## src/rtl/pktunit_axis_arb.sv

```systemverilog
// pktunit_axis_arb
// Round-robin packet arbiter merging NUM_IN pktunit streams onto one output.
// Each stream has three sub-channels (flags, data, eop) with their own
// valid/ready. One flags word is forwarded per packet, then data+eop beats
// move together until a beat with a non-zero eop mask. The grant is held for
// the whole packet, so packets never interleave.
//
// Ports:
//   clk, rst                     clock, synchronous active-high reset
//   in_data_d/v/r                per-input data beats (slice i = DATA_BYTES*8 bits)
//   in_flags_d/v/r               per-input packet flags (slice i = 8 bits)
//   in_eop_d/v/r                 per-input byte-end mask (slice i = DATA_BYTES bits)
//   out_data_*, out_flags_*, out_eop_*   merged output stream
//   grant                        current / most recently granted input
//   busy                         high while a packet is being forwarded
//
// Optional build macro PKTUNIT_ARB_STATS_EN adds:
//   pkt_cnt  [NUM_IN*32]         per-input completed packet counters
//   beat_cnt [32]                total beat transfers
module pktunit_axis_arb #(
  parameter int NUM_IN = 2,
  parameter int DATA_BYTES = 8,
  localparam int GW = $clog2(NUM_IN)
) (
  input  logic                         clk,
  input  logic                         rst,
  input  logic [NUM_IN*DATA_BYTES*8-1:0] in_data_d,
  input  logic [NUM_IN-1:0]            in_data_v,
  output logic [NUM_IN-1:0]            in_data_r,
  input  logic [NUM_IN*8-1:0]          in_flags_d,
  input  logic [NUM_IN-1:0]            in_flags_v,
  output logic [NUM_IN-1:0]            in_flags_r,
  input  logic [NUM_IN*DATA_BYTES-1:0] in_eop_d,
  input  logic [NUM_IN-1:0]            in_eop_v,
  output logic [NUM_IN-1:0]            in_eop_r,
  output logic [DATA_BYTES*8-1:0]      out_data_d,
  output logic                         out_data_v,
  input  logic                         out_data_r,
  output logic [7:0]                   out_flags_d,
  output logic                         out_flags_v,
  input  logic                         out_flags_r,
  output logic [DATA_BYTES-1:0]        out_eop_d,
  output logic                         out_eop_v,
  input  logic                         out_eop_r,
  output logic [GW-1:0]                grant,
  output logic                         busy
`ifdef PKTUNIT_ARB_STATS_EN
  ,
  output logic [NUM_IN*32-1:0]         pkt_cnt,
  output logic [31:0]                  beat_cnt
`endif
);

  localparam int DW = DATA_BYTES * 8;

  typedef enum logic [1:0] {
    S_IDLE  = 2'd0,
    S_FLAGS = 2'd1,
    S_DATA  = 2'd2
  } state_t;

  state_t          state_q;
  logic [GW-1:0]   grant_q;
  logic [GW-1:0]   rr_ptr_q;
  logic            busy_q;

  logic [GW-1:0]   pick_s;
  logic            pair_v_s;
  logic            beat_xfer_s;
  logic            last_beat_s;

  // (base + step) mod NUM_IN; step is always < NUM_IN so one subtraction suffices
  function automatic logic [GW-1:0] next_idx(input logic [GW-1:0] base, input int step);
    int sum;
    sum = int'(base) + step;
    if (sum >= NUM_IN) begin
      sum = sum - NUM_IN;
    end
    return sum[GW-1:0];
  endfunction

  // Round-robin pick: scan downwards so the entry closest to rr_ptr is assigned last and wins
  always_comb begin
    pick_s = rr_ptr_q;
    for (int k = NUM_IN - 1; k >= 0; k--) begin
      pick_s = in_flags_v[next_idx(rr_ptr_q, k)] ? next_idx(rr_ptr_q, k) : pick_s;
    end
  end

  // Datapath mux and handshake steering, driven purely from the registered grant
  always_comb begin
    out_data_d  = in_data_d[int'(grant_q)*DW +: DW];
    out_flags_d = in_flags_d[int'(grant_q)*8 +: 8];
    out_eop_d   = in_eop_d[int'(grant_q)*DATA_BYTES +: DATA_BYTES];
    pair_v_s    = in_data_v[grant_q] & in_eop_v[grant_q];
    out_data_v  = 1'b0;
    out_flags_v = 1'b0;
    out_eop_v   = 1'b0;
    in_data_r   = {NUM_IN{1'b0}};
    in_flags_r  = {NUM_IN{1'b0}};
    in_eop_r    = {NUM_IN{1'b0}};
    case (state_q)
      S_IDLE: begin
        out_flags_v = 1'b0;
      end
      S_FLAGS: begin
        out_flags_v         = in_flags_v[grant_q];
        in_flags_r[grant_q] = out_flags_r;
      end
      S_DATA: begin
        out_data_v = pair_v_s;
        out_eop_v  = pair_v_s;
        // input ready only when the whole beat moves, so data and eop stay aligned
        in_data_r[grant_q] = out_data_r & out_eop_r & pair_v_s;
        in_eop_r[grant_q]  = out_data_r & out_eop_r & pair_v_s;
      end
      default: begin
        out_flags_v = 1'b0;
      end
    endcase
  end

  assign beat_xfer_s = (state_q == S_DATA) & out_data_v & out_eop_v & out_data_r & out_eop_r;
  assign last_beat_s = beat_xfer_s & (|out_eop_d);

  // Packet-level FSM: arbitrate in IDLE, forward flags, then beats until the last one
  always_ff @(posedge clk) begin
    if (rst) begin
      state_q  <= S_IDLE;
      grant_q  <= {GW{1'b0}};
      rr_ptr_q <= {GW{1'b0}};
      busy_q   <= 1'b0;
    end else begin
      case (state_q)
        S_IDLE: begin
          if (|in_flags_v) begin
            grant_q <= pick_s;
            state_q <= S_FLAGS;
            busy_q  <= 1'b1;
          end
        end
        S_FLAGS: begin
          if (out_flags_v & out_flags_r) begin
            state_q <= S_DATA;
          end
        end
        S_DATA: begin
          if (last_beat_s) begin
            state_q  <= S_IDLE;
            rr_ptr_q <= next_idx(grant_q, 1);
            busy_q   <= 1'b0;
          end
        end
        default: begin
          state_q <= S_IDLE;
          busy_q  <= 1'b0;
        end
      endcase
    end
  end

  assign grant = grant_q;
  assign busy  = busy_q;

`ifdef PKTUNIT_ARB_STATS_EN
  logic [NUM_IN*32-1:0] pkt_cnt_q;
  logic [31:0]          beat_cnt_q;

  // Statistics counters; both wrap naturally at 32 bits
  always_ff @(posedge clk) begin
    if (rst) begin
      pkt_cnt_q  <= {(NUM_IN*32){1'b0}};
      beat_cnt_q <= 32'd0;
    end else begin
      if (beat_xfer_s) begin
        beat_cnt_q <= beat_cnt_q + 32'd1;
      end
      if (last_beat_s) begin
        pkt_cnt_q[int'(grant_q)*32 +: 32] <= pkt_cnt_q[int'(grant_q)*32 +: 32] + 32'd1;
      end
    end
  end

  assign pkt_cnt  = pkt_cnt_q;
  assign beat_cnt = beat_cnt_q;
`endif

endmodule

```

## config.mk

```make
export PLATFORM = sky130hd
export DESIGN_NAME = pktunit_axis_arb
export DESIGN_NICKNAME = d
export VERILOG_FILES = /design/src/rtl/pktunit_axis_arb.sv
export SDC_FILE = /design/constraint.sdc
export NUM_CORES = 1
export LEC_CHECK = 0
export ABC_AREA = 1
export ABC_CLOCK_PERIOD_IN_PS = 1400
export CAP_MARGIN = 15
export CORE_AREA = 4 4 101 103
export DETAILED_ROUTE_END_ITERATION = 12
export DIE_AREA = 0 0 105 107
export GPL_ROUTABILITY_DRIVEN = 1
export GPL_TIMING_DRIVEN = 0
export PLACE_DENSITY = 0.72
export SKIP_LAST_GASP = 1
export SYNTH_ARGS = -nofsm -noshare
export SYNTH_HDL_FRONTEND = slang
export SYNTH_SLANG_ARGS = --single-unit
```

## constraint.sdc

```tcl
create_clock -name clk -period 1.4 [get_ports clk]
set_input_delay 0.28 -clock clk [delete_from_list [all_inputs] [get_ports clk]]
set_output_delay 0.28 -clock clk [all_outputs]
set_load 0.01 [all_outputs]
```

# Word-level counts from Yosys, hierarchy flattened
# Cells that the tools add are included.
classes:
  n_shift: 3
  n_mux: 28
  magnitude_cmp: 7
  n_eq_ne: 5
  reduce_logical: 8
  bitwise_logic: 12
  add_sub_neg: 5
ops:
  columns: ["operator", "n"]
  rows:
  - ["$shiftx A128 B8 Y64", 1]
  - ["$shiftx A16 B5 Y8", 2]
  - ["$mux W1", 20]
  - ["$mux W2", 5]
  - ["$and A1 B1 Y1", 9]
  - ["$reduce_or A8 Y1", 1]
  - ["$lt A1 B2 Y1 const B", 3]
  - ["$ne A2 B2 Y1 const B", 3]
  - ["$pmux W2 S3", 1]
  - ["$reduce_and A3 Y1", 2]
  - ["$add A1 B1 Y2 const B", 2]
  - ["$and A2 B2 Y2", 2]
  - ["$ge A2 B2 Y1 const B", 2]
  - ["$reduce_and A2 Y1", 2]
  - ["$pmux W1 S3", 1]
  - ["$sub A1 B1 Y1 const B", 3]
  - ["$eq A2 B1 Y1 const B", 1]
  - ["$eq A2 B2 Y1 const B", 1]
  - ["$ge A1 B2 Y1 const B", 1]
  - ["$logic_not A2 Y1", 1]
  - ["$reduce_or A2 Y1", 1]
  - ["$demux W1 S1", 1]
  - ["$ge A1 B1 Y1 const B", 1]
  - ["$logic_and A1 B1 Y1", 1]
  - ["$not A1 Y1", 1]
word_totals:
  inputBits: 171
  out_inout_bits: 91
  register_bits: 5
  wordCells: 72

# Depth between registers and ports, before layout
depth:
  word_depth: 11
  mapped_depth: 12
  depth_no_buf: 11

# Worst setup path before layout
# OpenSTA, ideal clock, no wires.
synth_path:
  kind: "reg2out"
  from: "register grant_q (netlist: grant)"
  to: "output port in_eop_r[0]"
  path_slack_ns: -0.203
  stages_incl_launch_ff: 9
  arrival_time_ns: 1.323
  path_buffers: 2
  required_ns: 1.120
  cell_sequence: "dfxtp_1 buf_6 nand3_1 nand2_1 nand2_1 nor2_2 inv_1 nor2_1 buf_4"
synth_via:
  elab_chain_cells: 6
  word_cells_on_any_way: 13
  classes_between: "order compare: 2; mux: 7; bitwise: 3; reduce/logical: 1"
synth_rtl:
  columns: ["item", "line_no", "source"]
  rows:
  - ["start: declaration", "63", "logic [GW-1:0] grant_q;"]
  - ["start signal: assignment", "130", "grant_q <= {GW{1'b0}};"]
  - ["start signal: assignment", "137", "grant_q <= pick_s;"]
  - ["$lt A1 B2 Y1 (tied with other cells)", null, null]
  - ["$logic_and A1 B1 Y1 / $mux W1 (equally long branches)", null, null]
  - ["$mux W1 / $and A1 B1 Y1 (equally long branches)", null, null]
  - ["$demux W1 S1 / $and A1 B1 Y1 (equally long branches)", null, null]
  - ["$and A2 B2 Y2 (no source line) *", null, null]
  - ["$mux W2 *", null, null]
  - ["end: declaration", "35", "output logic [NUM_IN-1:0] in_eop_r,"]
# Every way passes the cells marked *; elsewhere a longest branch is shown, timed or not. The select of a mux whose other input is x is not followed.

# Final worst setup path
layout_path:
  from: "register grant_q (netlist: grant)"
  to: "output port out_data_d[38]"
layout_via:
  elab_chain_cells: 1
layout_rtl:
  columns: ["item", "line_no", "source"]
  rows:
  - ["$shiftx A128 B8 Y64", "92", "out_data_d = in_data_d[int'(grant_q)*DW +: DW];"]
  - ["end: declaration", "36", "output logic [DATA_BYTES*8-1:0] out_data_d,"]
# Every way passes these cells.

==> results.txt <==
----------------------------------------------------
[Global routing]
  Global-route wire length before repair ... 15,960 µm
  Global-route total usage across every layer ... 17.91%
  Vias in the first global route ... 3,030
  Number of antenna violations at the first check in global routing ... 1
  Overflow left after global routing ... 0
  Largest net degree at the start of global routing ... 11

[Routing]
  Via count of the routed design ... 3,083
  Number of design rule violations left after detail routing ... 0
  Starting DRT DRC Count ... 160
  Final ANT Viol Nets ... 0
  Pre-antenna DRT Iters ... 4
  Total detailed-routing wirelength ... 11,440 µm
  Average detailed-routed wire length per instance ... 15.37 µm
  Mean number of vias per cell ... 4.144

[Floorplan]
  Core area ... 9196 µm²
  Die ar. ... 11,240 µm²
  Num ports ... 262
  Die Y-Extent ... 107 µm
  Initial Util ... 15.63%
  Number of cell rows ... 35
  Floorplan die width ... 105 µm

[Clock network]
  Clock net sink count ... 5
  CTS tree ... built
  Number of buffers created by CTS ... 3
  Buffer cell driving the clock tree root ... sky130_fd_sc_hd__clkbuf_8
  Quantity of hold-fixing buffers added after cts ... 0
  Max Buffers Root-to-Sink ... 2
  Insertion delay of the later-clocked pin in the worst-skew pair ... 0.22 ns
  Maximum level of the CTS H-tree ... 1
  Clock transition time at the flip-flop clock pins of the worst setup and hold paths ... 0.03 ns

[Layout]
  Post-route core utilization ... 51.37%
  Commonest non-fill, non-tap cells in the layout ... sky130_fd_sc_hd__nand2_1, sky130_fd_sc_hd__clkdlybuf4s50_1, sky130_fd_sc_hd__buf_2, sky130_fd_sc_hd__nand2_2, sky130_fd_sc_hd__buf_6
  Post-route cell area ... 4725 µm²
  Proportion of layout cells with a drive suffix above 1 ... 32.12%
  Most common cell after layout, fill and taps aside ... sky130_fd_sc_hd__nand2_1
  Area growth from synthesis to final layout ... 228.6%
  Final Net Count ... 804
  FILL cells ... 897

[STA]
  Setup repair after global routing missed its margin ... true
  Final Max Tran Viols ... 0
  Slew at the pin with the worst max-slew slack ... 0.3570 ns
  Max-slew headroom at the worst pin ... 75.98%
  Final cycle utilization of the critical path ... 123.5%
  Total of endpoints with negative setup slack in the final report ... 90
  Setup ws final ... -0.3283 ns
  Post-Route Skew ... 0.001212 ns
  Final critical delay including setup and external delays ... 1.728 ns
  Highest achievable clock rate ... 0.5786 GHz
  Final-report hold violation count ... 0

[Placement]
  Detailed-placement wirelength estimate ... 9150 µm
  Dpl cell area ... 4219 µm²
  Global placement routability congestion ... 0.8208
  Number of buffers inserted by port buffering ... 261

[Critical path]
  Minimum setup slack among reg-to-reg paths ... -0.18 ns
  Crit path required time ... 1.12 ns
  CP Data Arrival Time ... 1.45 ns
  FF-to-FF End ... rr_ptr_q
  Kind of start point of the critical path ... flip-flop
  Worst setup EP type ... output port
  Launch instance of the worst register-to-register path ... grant
  Number of cells on the worst reg-to-reg path ... 10
  Worst Path Max Fanout ... 8
  Classification of the worst setup path ... flip-flop to output port

[Synth]
  Most used flip-flop cell after synthesis ... sky130_fd_sc_hd__dfxtp_1
  Number of warnings printed during yosys synthesis ... 0
  Flops & latches, synth ... 5
  Netlist cell types ... 19
  Part of the Yosys area used for sequential elements ... 6.963%
  Post-synthesis net count ... 510
  Number of enable flip-flop cells after synthesis ... 0
  Post-Syn Area per Cell ... 4.241 µm²
  Cell count after synthesis ... 339
  Mapped cell area ... 1438 µm²
  Fraction of registers with async set or reset after synthesis ... 0%

[Outcome]
  Result of the run ... complete, but fails checks
  Violations in the final reports ... negative setup slack

[Pwr]
  Static power due to leakage ... 2.455 nW
  IR Drop Worst-Case VDD ... 0.1588 mV
  PD cells ... 429.3 nW/µm²

[Min path]
  Hold wc startpoint ... rr_ptr_q
  Path type of the worst min-delay path ... flip-flop to flip-flop
  Number of cells on the worst hold path ... 2
  Worst hold endpoint ... rr_ptr_q

[Run]
  Count of max-cap constraint violations ... 0

----------------------------------------------------
## power breakdown
part / leakage, nW / internal (mW) / switching [mW] / total, mW
Clock: 0.0228 / 0.195 / 0.0702 / 0.266
Combinational: 2.39 / 0.939 / 0.659 / 1.60
Sequential: 0.0420 / 0.153 / 0.0113 / 0.165
Total: 2.45 / 1.29 / 0.740 / 2.03
## Yosys cell counts (2+ instances only)
library cell,count,share of area (%)
sky130_fd_sc_hd__nor3_1,3,1.0
sky130_fd_sc_hd__clkbuf_1,4,1.0
sky130_fd_sc_hd__nor2_1,9,2.3
sky130_fd_sc_hd__buf_6,2,1.6
sky130_fd_sc_hd__buf_4,3,1.6
sky130_fd_sc_hd__nand2_2,3,1.3
sky130_fd_sc_hd__dfxtp_1,5,7.0
sky130_fd_sc_hd__nand3_1,3,1.0
sky130_fd_sc_hd__a21oi_1,3,1.0
sky130_fd_sc_hd__nand2_1,253,66
sky130_fd_sc_hd__buf_2,12,4.2
sky130_fd_sc_hd__inv_1,32,8.4
## final cells by class
type	count	area (µm²)	area share, %
Antenna cell	1	2.502	0.05297
Buffer	20	304.0	6.435
Clock buffer	4	45.04	0.9534
Inverter	33	128.9	2.728
Multi-Input combinational cell	280	1294	27.38
Sequential cell	5	105.1	2.225
Tap cell	111	138.9	2.940
Timing Repair Buffer	290	2706	57.28
## through the flow
stage	std cells	worst slack, ns	setup TNS [ns]	total power, mW	hold slack, ns
floorplan	339	-0.04679	-0.08752	0.6180	0.3394
global placement	711	-0.8867	-54.36	1.630	0.4514
detailed placement	711	-0.9001	-55.76	1.646	0.4554
CTS	730	-0.3096	-16.96	1.902	0.4611
global route	744	-0.3918	-22.59	2.169	0.5116
finish	744	-0.3283	-17.30	2.028	0.4650
## flip-flops by register name, indices dropped and copies added (netlist names)
register and cells:
state_q 2, busy 1, grant 1, rr_ptr_q 1
## logic make-up after synthesis
group | count (synthesis) | synth area share (%)
buf+inv | 54 | 16.97
flops | 5 | 6.963
compound gates | 7 | 3.394
simple gates | 273 | 72.67
## worst max-delay path, cell delays in order (launching register included)
cell	delay, ns
sky130_fd_sc_hd__dfxtp_4	0.37
sky130_fd_sc_hd__inv_4	0.04
sky130_fd_sc_hd__buf_12	0.13
sky130_fd_sc_hd__buf_4	0.14
sky130_fd_sc_hd__clkbuf_16	0.15
sky130_fd_sc_hd__clkbuf_16	0.15
sky130_fd_sc_hd__nand2_1	0.05
sky130_fd_sc_hd__nand2_1	0.05
sky130_fd_sc_hd__buf_2	0.14
## repair_timing
item                       4_1_cts  5_1_grt
buffers inserted                14        9
resized for setup              445       61
cloned                           1        5
setup endpoints to repair       92       91
pin swaps                       11       10
## worst max path at each step
| stage | startpoint | to | cells past startpoint |
|---|---|---|---|
| finish | grant | out_data_d[38] | 8 |
| global route | grant | out_data_d[43] | 8 |
| CTS | grant | in_eop_r[0] | 10 |
| detailed placement | in_eop_v[1] | in_eop_r[0] | 9 |
| global placement | in_eop_v[1] | in_eop_r[0] | 9 |
| floorplan | grant | in_eop_r[0] | 9 |
## metal layers
metal	GRT usage (%)	share of wire (%)	up-vias	routed length (µm)
met2	32.95	52	163	5935
met5	0	0	-	0
met3	6.924	10	10	1150
met1	18.77	36	1338	4131
met4	5.530	1.9	0	217
li1	-	-	1572	-
(Power assumes the default switching activity.)
